===== src/rtl/ex_result_stage.sv =====
// rtl/ex_result_stage.sv - EX/MEM result register with 2-entry skid buffer, condition codes and branch resolve
module ex_result_stage #(
  parameter int DW = 16,
  parameter int RW = 3
) (
  input  logic          clk,
  input  logic          rst_n,
  input  logic          in_valid,
  output logic          in_ready,
  input  logic [DW-1:0] alu_result,
  input  logic          alu_z,
  input  logic          alu_v,
  input  logic          alu_n,
  input  logic [RW-1:0] in_dest,
  input  logic          in_wr_en,
  input  logic          in_set_flags,
  input  logic          in_branch,
  input  logic [2:0]    in_cond,
  input  logic [DW-1:0] in_target,
  input  logic          flush,
  output logic          out_valid,
  input  logic          out_ready,
  output logic [DW-1:0] out_result,
  output logic [RW-1:0] out_dest,
  output logic          out_wr_en,
  output logic          cc_z,
  output logic          cc_v,
  output logic          cc_n,
  output logic          br_taken,
  output logic [DW-1:0] br_target
);

  logic          head_valid, skid_valid;
  logic [DW-1:0] head_result, skid_result;
  logic [RW-1:0] head_dest, skid_dest;
  logic          head_wr_en, skid_wr_en;

  logic          n_head_valid, n_skid_valid;
  logic [DW-1:0] n_head_result, n_skid_result;
  logic [RW-1:0] n_head_dest, n_skid_dest;
  logic          n_head_wr_en, n_skid_wr_en;

  logic accept, pop, cond_true;

  assign accept     = in_valid & in_ready & ~flush;
  assign pop        = head_valid & out_ready;
  assign out_valid  = head_valid;
  assign out_result = head_result;
  assign out_dest   = head_dest;
  assign out_wr_en  = head_wr_en;

  // Evaluated against the committed flags, before any same-cycle update.
  always_comb begin
    cond_true = 1'b0;
    case (in_cond)
      3'b000:  cond_true = cc_z;
      3'b001:  cond_true = ~cc_z;
      3'b010:  cond_true = cc_n ^ cc_v;
      3'b011:  cond_true = ~(cc_n ^ cc_v);
      3'b100:  cond_true = ~cc_z & ~(cc_n ^ cc_v);
      3'b101:  cond_true = cc_z | (cc_n ^ cc_v);
      3'b110:  cond_true = 1'b1;
      default: cond_true = cc_v;
    endcase
  end

  always_comb begin
    n_head_valid  = head_valid;
    n_head_result = head_result;
    n_head_dest   = head_dest;
    n_head_wr_en  = head_wr_en;
    n_skid_valid  = skid_valid;
    n_skid_result = skid_result;
    n_skid_dest   = skid_dest;
    n_skid_wr_en  = skid_wr_en;
    if (flush) begin
      n_head_valid = 1'b0;
      n_skid_valid = 1'b0;
    end else if (!head_valid) begin
      if (accept) begin
        n_head_valid  = 1'b1;
        n_head_result = alu_result;
        n_head_dest   = in_dest;
        n_head_wr_en  = in_wr_en;
      end
    end else if (!skid_valid) begin
      if (accept && pop) begin
        n_head_result = alu_result;
        n_head_dest   = in_dest;
        n_head_wr_en  = in_wr_en;
      end else if (accept) begin
        n_skid_valid  = 1'b1;
        n_skid_result = alu_result;
        n_skid_dest   = in_dest;
        n_skid_wr_en  = in_wr_en;
      end else if (pop) begin
        n_head_valid = 1'b0;
      end
    end else if (pop) begin
      n_head_result = skid_result;
      n_head_dest   = skid_dest;
      n_head_wr_en  = skid_wr_en;
      n_skid_valid  = 1'b0;
    end
  end

  always_ff @(posedge clk or negedge rst_n) begin
    if (!rst_n) begin
      head_valid  <= 1'b0;
      head_result <= '0;
      head_dest   <= '0;
      head_wr_en  <= 1'b0;
      skid_valid  <= 1'b0;
      skid_result <= '0;
      skid_dest   <= '0;
      skid_wr_en  <= 1'b0;
      in_ready    <= 1'b1;
    end else begin
      head_valid  <= n_head_valid;
      head_result <= n_head_result;
      head_dest   <= n_head_dest;
      head_wr_en  <= n_head_wr_en;
      skid_valid  <= n_skid_valid;
      skid_result <= n_skid_result;
      skid_dest   <= n_skid_dest;
      skid_wr_en  <= n_skid_wr_en;
      in_ready    <= ~n_skid_valid;
    end
  end

  always_ff @(posedge clk or negedge rst_n) begin
    if (!rst_n) begin
      cc_z      <= 1'b0;
      cc_v      <= 1'b0;
      cc_n      <= 1'b0;
      br_taken  <= 1'b0;
      br_target <= '0;
    end else begin
      br_taken <= accept & in_branch & cond_true;
      if (accept && in_branch) br_target <= in_target;
      if (accept && in_set_flags) begin
        cc_z <= alu_z;
        cc_v <= alu_v;
        cc_n <= alu_n;
      end
    end
  end

endmodule


===== config.mk =====
export PLATFORM = sky130hd
export DESIGN_NAME = ex_result_stage
export DESIGN_NICKNAME = d
export VERILOG_FILES = /design/src/rtl/ex_result_stage.sv
export SDC_FILE = /design/constraint.sdc
export NUM_CORES = 1
export LEC_CHECK = 0
export BUFFER_PORTS_ARGS = -buffer_cell sky130_fd_sc_hd__buf_2
export CORE_UTILIZATION = 45
export DETAILED_ROUTE_END_ITERATION = 7
export PLACE_DENSITY = 0.76
export SYNTH_ARGS = -nofsm -noshare
export SYNTH_HDL_FRONTEND = slang
export SYNTH_SLANG_ARGS = --single-unit

===== constraint.sdc =====
create_clock -name clk -period 1.47 [get_ports clk]
set_clock_uncertainty 0.1 [all_clocks]
set_input_delay 0.3675 -clock clk [delete_from_list [all_inputs] [get_ports clk]]
set_output_delay 0.3675 -clock clk [all_outputs]
set_load 0.005 [all_outputs]

; ---- Yosys cells after proc, flatten, opt, wreduce, memory -nomap -nowiden
; Cells that the tools add are included.
[op_classes]
eq_ne = 8
n_reduce_logical = 7
bitwise_logic = 14
n_mux = 27
[ops]
columns = cell, n
row1 = $mux W16, 5
row2 = $mux W1, 16
row3 = $mux W3, 5
row4 = $eq A3 B3 Y1 const B, 3
row5 = $pmux W1 S7, 1
row6 = $and A1 B1 Y1, 6
row7 = $eq A3 B2 Y1 const B, 2
row8 = $not A1 Y1, 6
row9 = $reduce_and A5 Y1, 1
row10 = $reduce_and A4 Y1, 1
row11 = $eq A3 B1 Y1 const B, 1
row12 = $logic_and A1 B1 Y1, 3
row13 = $logic_not A3 Y1, 1
row14 = $ne A3 B1 Y1 const B, 1
row15 = $ne A3 B2 Y1 const B, 1
row16 = $reduce_bool A2 Y1, 1
row17 = $or A1 B1 Y1, 1
row18 = $xor A1 B1 Y1, 1
[word_totals]
output_inout_bits = 42
ff_bits = 63
input_bits = 49

; ---- Depth between registers and ports, before layout
[logic_depth]
ltp_word = 8
mapped_depth = 5

; ---- Worst setup path after synthesis
; No wires, ideal clock.
[synth_timing]
path_type = flip-flop to flip-flop
start = register in_ready
end = register br_target[0]
setup_slack_ns = -0.141
setup_time_ns = 0.125
path_stages_with_launch = 6
arrival_time_ns = 1.386
n_path_buf = 1
cell_sequence = dfstp_2 -> nand2_1 -> nor2_1 -> nand2_2 -> buf_2 -> mux2_2
[synth_between]
elab_chain_len = 3
[synth_rtl]
columns = element, line_no
row1 = from (decl), 9  ; output logic in_ready,
row2 = from (signal assigned), 127  ; in_ready <= ~n_skid_valid;
row3 = $and A1 B1 Y1 (2 in a row), 45  ; assign accept = in_valid & in_ready & ~flush;
row4 = $logic_and A1 B1 Y1, 140  ; if (accept && in_branch) br_target <= in_target;
row5 = to (signal assigned), 140
row6 = to (decl), 30  ; output logic [DW-1:0] br_target
; Every way passes these cells.
; A chain may end at the register's enable or synchronous reset.

; ---- Worst setup path in the final report
[layout_timing]
start = register in_ready
end = register skid_dest[0]
[layout_between]
elab_chain_len = 5
[layout_rtl]
columns = element, line_no
row1 = $and A1 B1 Y1 (*) (2 in a row), 45
row2 = $logic_and A1 B1 Y1, 87  ; if (accept && pop) begin
row3 = $not A1 Y1 (no source line), -
row4 = $reduce_and A5 Y1 (no source line) (*), -
row5 = to (signal assigned), 125  ; skid_dest <= n_skid_dest;
row6 = to (decl), 35  ; logic [RW-1:0] head_dest, skid_dest;
; Every way passes the cells marked *; elsewhere a longest branch is shown, timed or not.

==> flow_summary.ini <==
[place]
port_buffers = 90
post-dp-hpwl_um = 3702
gp_congestion = 0.7488
post-place-ws_ns = -0.1348

[cts]
cts_tree = done
clkLatencyLatePin_ns = 0.33
clk_pin_slew_ns = 0.07
cts_max_path_buffers = 2
cts_made_buffers = 9
cts-root-buf = clkbuf_8
clkSinkCount = 63
h-tree-depth = 3

[floorplanning]
fp.dieH_um = 78.18
die_x_um = 78.18
rows = 27
dieArea_um2 = 6111
core_area_um2 = 5540
io_pins = 91
initial_utilization_pct = 47.13

[grt]
grt_pass1_wl_um = 9597
grt_overflow_total = 0
grt_pass1_vias = 1999
grt_usage_pct = 20.84
antenna_found_initial = 0
grt_max_degree = 64

[setup_path]
cp_max_fo = 20
startpoint_type = flop
cp.arrival_ns = 1.71
end_kind = flop
worst_ep_required_time_ns = 1.58
crit_type = reg2reg

[synth]
synth_area_leader_cell = dfrtp_1
syn_area_um2 = 2611
ys_types = 21
yosysWarnings = 0
seq_area_frac_synth_pct = 60.42
syn_inst = 200
avgSynthCellArea_um2 = 13.06
ys_top_cells_by_area = dfrtp_1 59%, mux2_2 17%, mux2i_1 7.7%
synth_seq_cells = 63
synth_nets = 249
synth_top_area_share_pct = 59.42

[timing]
finalCriticalPeriod_ns = 1.600
max_freq_ghz = 0.6249
rsz0062_at_grt = true
worst_slew_pin_slew_ns = 0.3355
hold_viol = 0
finalCritPeriodShare_pct = 108.9
whs_ns = 0.1629
maxSlewHeadroom_pct = 77.64
finalMaxSlewViolations = 0
finalSetupTns_ns = -4.389
fin_ws_ns = -0.1302
setup-violations-final = 57

[cells_and_area]
layout_commonest_cell = buf_2
seqCellArea_um2 = 1579
n_antenna_cell = 0
nFillCells = 425
mostFrequentLayoutCells = 89 x buf_2, 61 x dfrtp_1, 39 x mux2_2
multi_input_area_um2 = 1119
area_delta_synth_final_pct = 44.18
finalNetCount = 364
drive_above_1_share_pct = 61.25

[detailed_routing]
dr.pass1.iters = 4
drtIter0Drc = 126
route.detailed.drc = 0
drt-total-wl_um = 5831
vias = 1977
wire_per_inst_um = 14.88
ant_nets = 0
viasPerCell = 5.043

[power]
power_leakage_nw = 1.901
total_power_mw = 5.094
ir_worst_vdd_v = 0.0009827
power_density_nw_per_um2 = 1353

[flow_run]
maxCapViolCount = 0

[outcome]
status = complete, but fails checks
violations = negative setup slack

[hold_path]
hp-class = in2reg
## worst max-delay path, cell delays in order, from the launching register on
cell and delay (ns):
dfstp_2 0.55, nand2_4 0.07, nor2_4 0.12, nand4b_1 0.15, buf_12 0.20, mux2_2 0.28
## report_power, final
group	internal, mW	total [mW]	switching, mW
logic	0.632	1.07	0.441
clock network	1.05	1.67	0.628
registers	2.12	2.35	0.224
## through the flow
step | cells | util (%) | cell area [µm²]
final | 392 | 67.95 | 3765
after global routing | 392 | 67.95 | 3765
after CTS | 391 | 67.10 | 3717
after detailed placement | 365 | 58.85 | 3261
after global placement | 365 | 58.85 | 3261
after floorplan | 200 | - | 2645
## logic make-up (layout without fill, tap and decap cells)
kind of cell           count (synthesis)  in the layout  synth area share (%)
flip-flops                            63             63                 60.42
multiplexers                          60             60                 24.92
AND/OR/NAND/NOR                       32             32                 5.127
buffers and inverters                 12            132                 2.156
XOR/XNOR                               1              1                0.3355
AO/OA/AOI/OAI                         32             32                 7.044
## path summary, 6_finish.rpt
kind / startpoint / end / slack, ns / depth (start not counted)
setup / recovery: in_ready$_DFF_PN1_ / skid_dest[0]$_DFFE_PN0P_ / -0.13 / 5
hold / removal: in_target[15] / br_target[15]$_DFFE_PN0P_ / 0.16 / 2
setup reg to reg: in_ready$_DFF_PN1_ / skid_dest[0]$_DFFE_PN0P_ / -0.13 / 5
hold reg to reg: br_target[4]$_DFFE_PN0P_ / br_target[4]$_DFFE_PN0P_ / 0.40 / 1
max in group asynchronous: rst_n / in_ready$_DFF_PN1_ / 0.47 / 3
min in group asynchronous: rst_n / out_result[11]$_DFFE_PN0P_ / 0.49 / 3
## registers in the layout, summed over array words and instances, names as in the netlist
signal / flops
out_result: 16
skid_dest: 3
out_dest: 3
skid_wr_en: 1
br_taken: 1
out_valid: 1
cc_n: 1
in_ready: 1
cc_v: 1
cc_z: 1
skid_result: 16
out_wr_en: 1
skid_valid: 1
br_target: 16
## layout make-up
type	count	share of cell area, %
Clock buffer	13	4.221
Clock inverter	3	1.728
Inverter	3	0.2991
Multi-Input combinational cell	125	29.71
Sequential cell	63	41.94
Tap cell	72	2.393
Timing Repair Buffer	113	19.71
## Yosys cell counts, drive strengths merged
cell type  count
o211a          1
nor2          24
mux2i         20
a221oi         2
buf            9
inv            3
nand2b         1
dfstp          1
xor2           1
nand2          4
nand4b         1
a21oi         24
o21ai          3
nor2b          1
a31oi          1
dfrtp         62
a211o          1
mux2          40
nand3          1
## metal layers
| metal | vias to the layer above | share of wire, % | GRT usage, % |
|---|---|---|---|
| met5 | - | 0 | 0 |
| met3 | 5 | 3.4 | 6.512 |
| met2 | 38 | 50 | 33.60 |
| li1 | 941 | - | - |
| met1 | 993 | 45 | 26.53 |
| met4 | 0 | 1.2 | 7.407 |
## timing repair
item	4_1_cts	5_1_grt
hold buffers	1	0
gates resized for setup	41	11
hold endpoints to repair	62	0
setup endpoints to repair	58	62
buffers inserted	4	1
cloned	5	0
pin swaps	0	2
(Power assumes the default switching activity.)
